[src/rtl/mult_block_pkg.sv]
// Shared constants, types and MISR step function for the mult_block self-test vehicle.
package mult_block_pkg;

   localparam int W = 16;

   typedef logic [W-1:0]   word_t;
   typedef logic [2*W-1:0] prod_t;

   localparam word_t SEED_A_DEF = 16'hACE1;
   localparam word_t SEED_B_DEF = 16'h1D2C;

   // Feedback tap masks: x^16+x^14+x^13+x^11+1 and x^16+x^15+x^13+x^4+1
   localparam word_t TAPS_A     = 16'hB400;
   localparam word_t TAPS_B     = 16'hD008;

   localparam word_t MISR_P_DEF = 16'h100B;

   function automatic word_t misr_step(input word_t s, input word_t d, input word_t poly);
      misr_step = {s[W-2:0], 1'b0} ^ (s[W-1] ? poly : '0) ^ d;
   endfunction

endpackage

[src/rtl/mult_block_lfsr16.sv]
// 16-bit Fibonacci LFSR, shifts left, feedback is XOR of the masked taps.
module lfsr16
   import mult_block_pkg::*;
#(
   parameter word_t SEED = SEED_A_DEF,
   parameter word_t TAPS = TAPS_A
) (
   input  logic  clk,
   input  logic  reset,
   output word_t q
);

   always_ff @(posedge clk) begin
      if (!reset) q <= SEED;
      else        q <= {q[W-2:0], ^(q & TAPS)};
   end

endmodule

[src/rtl/mult_block.sv]
// LFSR-fed 2-stage multiplier compacted into a MISR signature.
// Define MULT_BLOCK_SIGNED_EN for a two's-complement multiply.
module mult_block
   import mult_block_pkg::*;
#(
   parameter word_t SEED_A = SEED_A_DEF,
   parameter word_t SEED_B = SEED_B_DEF,
   parameter word_t MISR_P = MISR_P_DEF
) (
   input  logic  clk,
   input  logic  reset,
   output word_t signature
);

   word_t a;
   word_t b;
   prod_t p_reg;
   word_t f_reg;
   word_t misr;
   prod_t prod;

   lfsr16 #(.SEED(SEED_A), .TAPS(TAPS_A)) u_lfsr_a (
      .clk   (clk),
      .reset (reset),
      .q     (a)
   );

   lfsr16 #(.SEED(SEED_B), .TAPS(TAPS_B)) u_lfsr_b (
      .clk   (clk),
      .reset (reset),
      .q     (b)
   );

`ifdef MULT_BLOCK_SIGNED_EN
   assign prod = $unsigned($signed({{W{a[W-1]}}, a}) * $signed({{W{b[W-1]}}, b}));
`else
   assign prod = {{W{1'b0}}, a} * {{W{1'b0}}, b};
`endif

   always_ff @(posedge clk) begin
      if (!reset) begin
         p_reg <= '0;
         f_reg <= '0;
         misr  <= '0;
      end else begin
         p_reg <= prod;
         f_reg <= p_reg[2*W-1:W] ^ p_reg[W-1:0];
         misr  <= misr_step(misr, f_reg, MISR_P);
      end
   end

   assign signature = misr;

endmodule

[config.mk]
export PLATFORM = sky130hd
export DESIGN_NAME = mult_block
export DESIGN_NICKNAME = d
export VERILOG_FILES = /design/src/rtl/mult_block_pkg.sv /design/src/rtl/mult_block_lfsr16.sv /design/src/rtl/mult_block.sv
export SDC_FILE = /design/constraint.sdc
export NUM_CORES = 1
export LEC_CHECK = 0
export CORE_MARGIN = 2
export CORE_UTILIZATION = 25
export DETAILED_ROUTE_END_ITERATION = 16
export PLACE_DENSITY = 0.44
export SYNTH_ARGS = -nofsm -noshare
export SYNTH_HDL_FRONTEND = slang
export SYNTH_SLANG_ARGS = --single-unit
[constraint.sdc]
create_clock -name clk -period 18.5 [get_ports clk]
set_clock_uncertainty 0.1 [all_clocks]
set_input_delay 1.85 -clock clk [delete_from_list [all_inputs] [get_ports clk]]
set_output_delay 1.85 -clock clk [all_outputs]
set_load 0.1 [all_outputs]
==> flow_summary.toml, run 1 <==
[status]
status = "completed"

[global_routing]
grt_overflow_total = 0
grt_max_degree = 46
antenna_found_initial = 0
track_usage_pct = 12.53
grt_pass1_vias = 8368
grt_pass1_wl_mm = 45.93

[floorplanning]
core_area_mm2 = 0.04432
rows = 77
dieWidth_um = 216.3
initial_core_util_pct = 25.43
fp.dieH_um = 216.3
die_area_mm2 = 0.04679
pin_count = 18

[setup_path]
r2r-start = "u_lfsr_a.q[8]"
path_depth = 18
critPathLaunch = "u_lfsr_a.q[8]"
cp_slowest_cell = "dfxtp_1"
cp.required_ns = 18.64
r2r_setup_slack_ns = 11.88
worstReg2RegEnd = "p_reg[21]"
crit_path_end_kind = "register"
setup.worst_path.start_class = "register"
slowest_delay_ns = 0.91
critPathBufInv = 3
worstSetupPathType = "register to register"
crit_path_max_fanout = 17
crit_family = "adder cells"
crit_path_end = "p_reg[21]"
worstRegToRegCells = 18
crit_path_cell_trace = "nand2_1, fa_1, fa_1, fa_1, fa_1, inv_1, fa_1, inv_1, fa_1, inv_1, ha_1, a21o_1, a221o_1, a2111o_1, a21oi_1, o21ai_0, xnor2_1, nor2_1"
arrival_ns = 6.76
cpMostUsedCell = "fa_1"

[clock_network]
clk-insertion-delay-late_ns = 0.36
cts_num_sinks = 96
postCtsSetupBuffers = 0
cts_resized = 0
cts_max_level = 3
root_buffer = "clkbuf_16"
hold_buffers = 0
tritoncts = "built"
cts_inserted_buffers = 9
cts.clk_slew.worst_paths_ns = 0.08
clockBufferDepth = 2

[synth]
synth_fa_ha_area_share_pct = 46.01
ys.flop_type = "dfxtp_1"
muxShareOfSynthArea_pct = 0.3664
syn_area_per_cell_um2 = 9.230
synth_area_leader_cell = "fa_1"
yosys_warnings = 0
yosys.area.top_type_share_pct = 34.46
syn-num-nets = 1521
yosysSeqAreaShare_pct = 17.05
ys_types = 47
ys_seq_elements = 96
synth_edf_count = 0
syn_inst = 1221
synth_compound_area_share_pct = 4.785
synthTopCellsByArea = "fa_1 (34%), dfxtp_1 (17%), ha_1 (12%)"
synth_top_family_by_area = "adder cells"
synth-simple-area-share_pct = 17.79
async_flop_share_pct = 0
synth_xor_area_share_pct = 4.741
syn_area_mm2 = 0.01127

[timing]
worstMarginPinSlew_ns = 0.9861
fin_crit_ns = 6.619
rsz0062_at_grt = "false"
fmax_ghz = 0.1511
finalSetupViolations = 0
post-route-period-util_pct = 35.78
slew_headroom_pct = 34.06
hold_viol_final = 0
setup-tns-final_ns = 0
drv_slew = 0
hold_slack_ns = 0.3815

[hold_path]
hold_class = "register to register"

[route]
wire_per_inst_um = 15.44
totalWireLength_mm = 27.78
ant_nets = 0
drt_iter0_drc = 309
vias = 7672
vias_per_cell = 4.265
drc = 0
first_pass_iters = 5

[layout]
antennaDiodeCount = 0
final_nets = 1502
largest_reg_flops = 32
layout_common_cells = "inv_1 (225), fa_1 (194), nand2_1 (150), and2_1 (143), ha_1 (104)"
layout_commonest_cell = "inv_1"
drive_above_1_share_pct = 2.486
syn_to_final_growth_pct = 9.204

[placed_design]
port_buffers = 17
gp_congestion = 0.7950
hpwl_mm = 21.53

[job]
drv_cap = 0
[cell usage after synthesis, types with 2 or more instances]
master,count
dfxtp_1,96
nand2_1,150
a21o_1,7
nor3_1,10
nand3_1,5
nand2b_1,20
and2_1,143
inv_1,226
o31ai_1,2
nand4_1,3
a21oi_1,28
o21ai_0,11
nor3b_1,2
a31oi_1,3
mux2i_1,3
xnor2_1,51
and3_1,4
ha_1,104
a21o_2,2
nor2_1,63
nor2b_1,2
a211oi_2,2
a211oi_1,3
o21bai_1,8
o211ai_1,2
clkbuf_1,48
xor2_1,10
fa_1,194
[final cells by class]
| class | count | area, µm² |
|---|---|---|
| clock buffers | 9 | 225.2 |
| clock inverters | 7 | 73.82 |
| fillers | 4744 | 32010 |
| inverters | 226 | 848.3 |
| multi-input cells | 849 | 8304 |
| flip-flops and latches | 96 | 1922 |
| well taps | 592 | 740.7 |
| repair buffers | 20 | 192.7 |
[logic make-up (layout without fill, tap and decap cells)]
| logic type | Yosys count | after routing |
|---|---|---|
| XOR/XNOR | 61 | 61 |
| buffers and inverters | 276 | 262 |
| flip-flops | 96 | 96 |
| AO/OA/AOI/OAI | 79 | 79 |
| multiplexers | 4 | 4 |
| AND/OR/NAND/NOR | 407 | 407 |
| adder cells (fa/ha/maj) | 298 | 298 |
[how the worst min path moves through the flow]
stage	start	to	slack [ns]	depth (start not counted)
floorplan	p_reg[16]	f_reg[0]	0.35	2
global placement	f_reg[5]	signature[5]	0.38	2
detailed placement	f_reg[0]	signature[0]	0.37	2
CTS	p_reg[17]	f_reg[1]	0.39	2
global route	p_reg[22]	f_reg[6]	0.40	2
finish	p_reg[17]	f_reg[1]	0.38	2
[metal layers]
metal	vias up	track usage (%)	wire, µm
met2	70	22.14	14180
met3	14	1.305	503
li1	3617	-	-
met5	-	0	0
met1	3971	16.64	12820
met4	0	2.352	272
[stage by stage]
step                setup WS, ns  instance area, µm²  std cells  utilization, %
floorplan                  12.42               11270       1221               -
global placement           11.76               12010       1783           27.09
detailed placement         11.84               12010       1783           27.09
CTS                        11.79               12310       1799           27.77
global route               11.53               12310       1799           27.77
finish                     11.88               12310       1799           27.77
[worst min-delay path: stages, from the launching register on]
cell and delay [ns]:
dfxtp_1 0.32, xnor2_1 0.06, nor2_1 0.07
Power of run 1 is not shown: default switching activity piles up to over one toggle a cycle in this logic, so the estimate is an artifact.
==> run 2: changes to the inputs <==
clock period = 6.1 ns   (was 18.5 ns; I/O delays follow)
==> run 2 against run 1 <==
Against the previous run: register-to-register slack worse by 12 ns; die area unchanged; critical path depth unchanged; critical path type unchanged; highest routed layer unchanged.
==> flow_summary.toml, run 2 (same netlist as run 1, synthesis figures left out) <==
[layout]
syn_to_final_growth_pct = 16.03
layout_commonest_cell = "inv_1"
drive_above_1_share_pct = 12.02
final_nets = 1585
antennaDiodeCount = 0
largest_reg_flops = 32
layout_common_cells = "inv_1 (222), fa_1 (190), nand2_1 (150), and2_1 (142), ha_1 (102)"

[route]
first_pass_iters = 5
vias = 7870
vias_per_cell = 4.182
drt_iter0_drc = 305
ant_nets = 0
drc = 0
wire_per_inst_um = 14.46
totalWireLength_mm = 27.21

[clock_network]
cts_inserted_buffers = 9
cts.clk_slew.worst_paths_ns = 0.09
cts_num_sinks = 96
tritoncts = "built"
cts_max_level = 3
root_buffer = "clkbuf_16"
clk-insertion-delay-late_ns = 0.38
clockBufferDepth = 2

[floorplanning]
dieWidth_um = 216.3
die_area_mm2 = 0.04679
core_area_mm2 = 0.04432
rows = 77
pin_count = 18
fp.dieH_um = 216.3
initial_core_util_pct = 25.43

[setup_path]
crit_path_max_fanout = 7
worstRegToRegCells = 18
crit_path_cell_trace = "buf_6, and2_1, fa_1, inv_1, fa_1, fa_1, inv_1, fa_1, fa_1, fa_1, ha_4, and3_1, a221o_1, a2111o_1, nand3_2, o21bai_1, a31oi_1, mux2_1"
r2r_setup_slack_ns = 0.07
crit_path_end = "p_reg[31]"
arrival_ns = 6.19
critPathLaunch = "u_lfsr_b.q[5]"
worstReg2RegEnd = "p_reg[31]"
cp.required_ns = 6.26
crit_path_end_kind = "register"
cpMostUsedCell = "fa_1"
cp_slowest_cell = "fa_1"
slowest_delay_ns = 0.57
crit_family = "adder cells"
r2r-start = "u_lfsr_b.q[5]"
path_depth = 18
critPathBufInv = 3
worstSetupPathType = "register to register"
setup.worst_path.start_class = "register"

[timing]
worstMarginPinSlew_ns = 1.006
hold_viol_final = 0
finalSetupViolations = 0
slew_headroom_pct = 32.74
rsz0062_at_grt = "true"
fmax_ghz = 0.1658
drv_slew = 0
post-route-period-util_pct = 98.86
fin_crit_ns = 6.031
setup-tns-final_ns = 0

[global_routing]
track_usage_pct = 12.15
grt_pass1_wl_mm = 44.73
grt_overflow_total = 0
antenna_found_initial = 0
grt_pass1_vias = 8346
grt_max_degree = 57

[hold_path]
hold_class = "register to register"

[status]
status = "completed"

[job]
drv_cap = 0

[placed_design]
hpwl_mm = 22.21
gp_congestion = 0.7887
port_buffers = 17
-- run 2: per-stage QoR --
step	setup WS (ns)	hold slack [ns]	utilization, %	instances	instance area [µm²]
after floorplan	0.01600	0.3536	-	1221	11270
after global routing	-0.1015	0.4179	29.51	1882	13080
after CTS	0.0001061	0.3891	29.16	1877	12920
after global placement	-0.06970	0.3735	28.44	1861	12610
after detailed placement	-0.1207	0.3690	28.44	1861	12610
final	0.06942	0.3814	29.51	1882	13080
-- run 2: what timing repair did --
item	in CTS	in global routing
pin swaps	0	22
endpoints found under the setup margin	10	14
setup buffers	0	4
gates resized for setup	12	48
hold buffers	0	0
gates cloned	0	1
-- run 2: how the worst min path moves through the flow --
stage	cells past startpoint	from	slack, ns	to
floorplan	2	p_reg[16]	0.35	f_reg[0]
global placement	2	p_reg[22]	0.37	f_reg[6]
detailed placement	2	p_reg[17]	0.37	f_reg[1]
CTS	2	p_reg[17]	0.39	f_reg[1]
global route	2	p_reg[22]	0.42	f_reg[6]
finish	2	p_reg[17]	0.38	f_reg[1]
-- run 2: layout make-up --
| class | instances | area (µm²) |
|---|---|---|
| clock buffers | 9 | 225.2 |
| clock inverters | 7 | 75.07 |
| fillers | 4786 | 31240 |
| inverters | 226 | 848.3 |
| multi-input cells | 849 | 8371 |
| flip-flops and latches | 96 | 1983 |
| well taps | 592 | 740.7 |
| repair buffers | 103 | 833.3 |
-- run 2: layer usage --
| metal | vias up | track usage (%) | wire [µm] |
|---|---|---|---|
| met4 | 0 | 2.648 | 315 |
| met5 | - | 0 | 0 |
| met1 | 4002 | 16.68 | 13070 |
| met2 | 69 | 20.48 | 13220 |
| li1 | 3783 | - | - |
| met3 | 16 | 1.488 | 608 |
-- run 2: tightest hold or removal path, cell delays in order, from the launching register on --
cell and delay, ns:
dfxtp_1 0.32, xnor2_1 0.06, nor2_1 0.07
Power of run 2 is left out for the same reason.
==> run 3: changes to the inputs <==
ABC_AREA = 1   (was unset)
==> run 3 against run 2 <==
Against the previous run: non-clock buffer count shrank 37; core utilization shrank 1.3 points; critical path depth grew 4; maximum frequency grew 3.8%; via count grew 17%; critical endpoint is now p_reg[26]; highest routed layer unchanged.
==> flow_summary.toml, run 3 <==
[timing]
finalSetupViolations = 0
drv_slew = 0
setup-tns-final_ns = 0
rsz0062_at_grt = "false"
worstMarginPinSlew_ns = 0.9898
fin_crit_ns = 5.808
fmax_ghz = 0.1722
hold_viol_final = 0
post-route-period-util_pct = 95.22
slew_headroom_pct = 33.81

[floorplanning]
die_area_mm2 = 0.05060
initial_core_util_pct = 25.46
core_area_mm2 = 0.04795
fp.dieH_um = 225.0
pin_count = 18
rows = 80
dieWidth_um = 225.0

[synth]
syn_area_per_cell_um2 = 7.451
syn-num-nets = 1938
ys.flop_type = "dfxtp_1"
ys_types = 27
yosysSeqAreaShare_pct = 15.75
yosys_warnings = 0
syn_inst = 1638
synthTopCellsByArea = "fa_1 (32%), dfxtp_1 (16%), nand2_1 (14%)"
ys_seq_elements = 96
syn_area_mm2 = 0.01221
yosysMostFrequentCell = "nand2_1"
synth_area_leader_cell = "fa_1"
synth_edf_count = 0
yosys.area.top_type_share_pct = 31.82
synthTopCellsByCount = "nand2_1 (468), inv_1 (460), fa_1 (194)"
async_flop_share_pct = 0

[setup_path]
arrival_ns = 5.97
slowest_delay_ns = 0.70
worstSetupPathType = "register to register"
cp.required_ns = 6.26
crit_path_max_fanout = 10
setup.worst_path.start_class = "register"
crit_path_cell_trace = "nand2_1, fa_1, inv_1, fa_1, inv_1, fa_1, inv_1, fa_1, fa_1, inv_1, fa_1, inv_1, ha_1, nand2_1, nor2_1, nand2_1, nor2_1, nand2_1, nand3_2, nand2_1, nand2_1, nor2_1"
crit_path_end_kind = "register"
cp_slowest_cell = "dfxtp_1"
crit_family = "adder cells"
critPathBufInv = 5
r2r_setup_slack_ns = 0.29

[placed_design]
gp_congestion = 0.8090
hpwl_mm = 26.56
port_buffers = 17
placed_cells = 2245

[layout]
layout_commonest_cell = "nand2_1"
final_nets = 1941
multi_input_comb_area_mm2 = 0.008274
num-fill-cells = 5260
stdcell_count = 2261
regArea_mm2 = 0.001923
layout_common_cells = "nand2_1 (468), inv_1 (460), fa_1 (194), ha_1 (104), nor2_1 (98)"
syn_to_final_growth_pct = 10.92
antennaDiodeCount = 0
drive_above_1_share_pct = 6.318
largest_reg_flops = 32

[route]
totalWireLength_mm = 32.01
drc = 0
wire_per_inst_um = 14.16
ant_nets = 0
vias_per_cell = 4.079
first_pass_iters = 5
drt_iter0_drc = 419
vias = 9223

[global_routing]
grt_max_degree = 50
grt_pass1_vias = 9929
grt_pass1_wl_mm = 53.51
grt_overflow_total = 0
track_usage_pct = 13.64
antenna_found_initial = 0

[clock_network]
cts_inserted_buffers = 9
cts_num_sinks = 96
cts_max_level = 3
clk-insertion-delay-late_ns = 0.37
root_buffer = "clkbuf_16"
clockBufferDepth = 2
cts.clk_slew.worst_paths_ns = 0.08
tritoncts = "built"

[hold_path]
hold_class = "register to register"

[status]
status = "completed"

[job]
drv_cap = 0
[run 3: cell types whose count changed after synthesis, sizes merged, moves of 16 or more]
| cell | previous run | this run |
|---|---|---|
| nand2b | 20 | 0 |
| inv | 226 | 460 |
| clkbuf | 48 | 64 |
| nor2 | 63 | 103 |
| xnor2 | 51 | 34 |
| nand2 | 150 | 477 |
| and2 | 143 | 2 |
[run 3: cells by family after synthesis]
group	Yosys count	share of synthesized area [%]
buffers and inverters	534	16.46
and+or+nand+nor	618	20.18
DFF	96	15.75
xor gates and xnor gates	39	2.799
AOI/OAI and AO/OA	53	2.327
adders and majority gates	298	42.48
[run 3: final timing paths]
path,start,endpoint,depth (start not counted)
max reg2reg,u_lfsr_b.q[8],p_reg[26],22
min,u_lfsr_a.q[4],u_lfsr_a.q[5],1
min reg2reg,u_lfsr_a.q[4],u_lfsr_a.q[5],1
max,u_lfsr_b.q[8],p_reg[26],22
[run 3: timing repair]
action                     CTS  global route
hold buffers                 0             0
resized for setup            0             1
setup endpoints to repair    0            11
setup buffers                0             0
[run 3: metal layers]
metal / global-route usage [%] / share of wire [%] / up-vias
met3: 1.108 / 2.2 / 31
met5: 0 / 0 / -
li1: - / - / 4583
met2: 23.88 / 49 / 120
met4: 3.568 / 1.9 / 0
met1: 18.09 / 47 / 4489
[run 3: stage by stage]
| step | worst slack [ns] | hold slack [ns] | utilization, % | area (µm²) |
|---|---|---|---|---|
| floorplan | 0.8014 | 0.3536 | - | 12210 |
| global placement | 0.1650 | 0.3279 | 27.61 | 13240 |
| detailed placement | 0.1889 | 0.3496 | 27.61 | 13240 |
| CTS | 0.1524 | 0.3622 | 28.23 | 13540 |
| global route | 0.01213 | 0.3687 | 28.24 | 13540 |
| finish | 0.2918 | 0.3566 | 28.24 | 13540 |
[run 3: layout make-up]
class / instances / share of cell area, %
inverter: 460 / 12.75
timing repair buffer: 66 / 4.030
tap: 615 / 5.684
clock inverter: 7 / 0.5453
sequential: 96 / 14.21
multi-input combinational: 1008 / 61.12
clock buffer: 9 / 1.664
Power of run 3 is left out for the same reason.
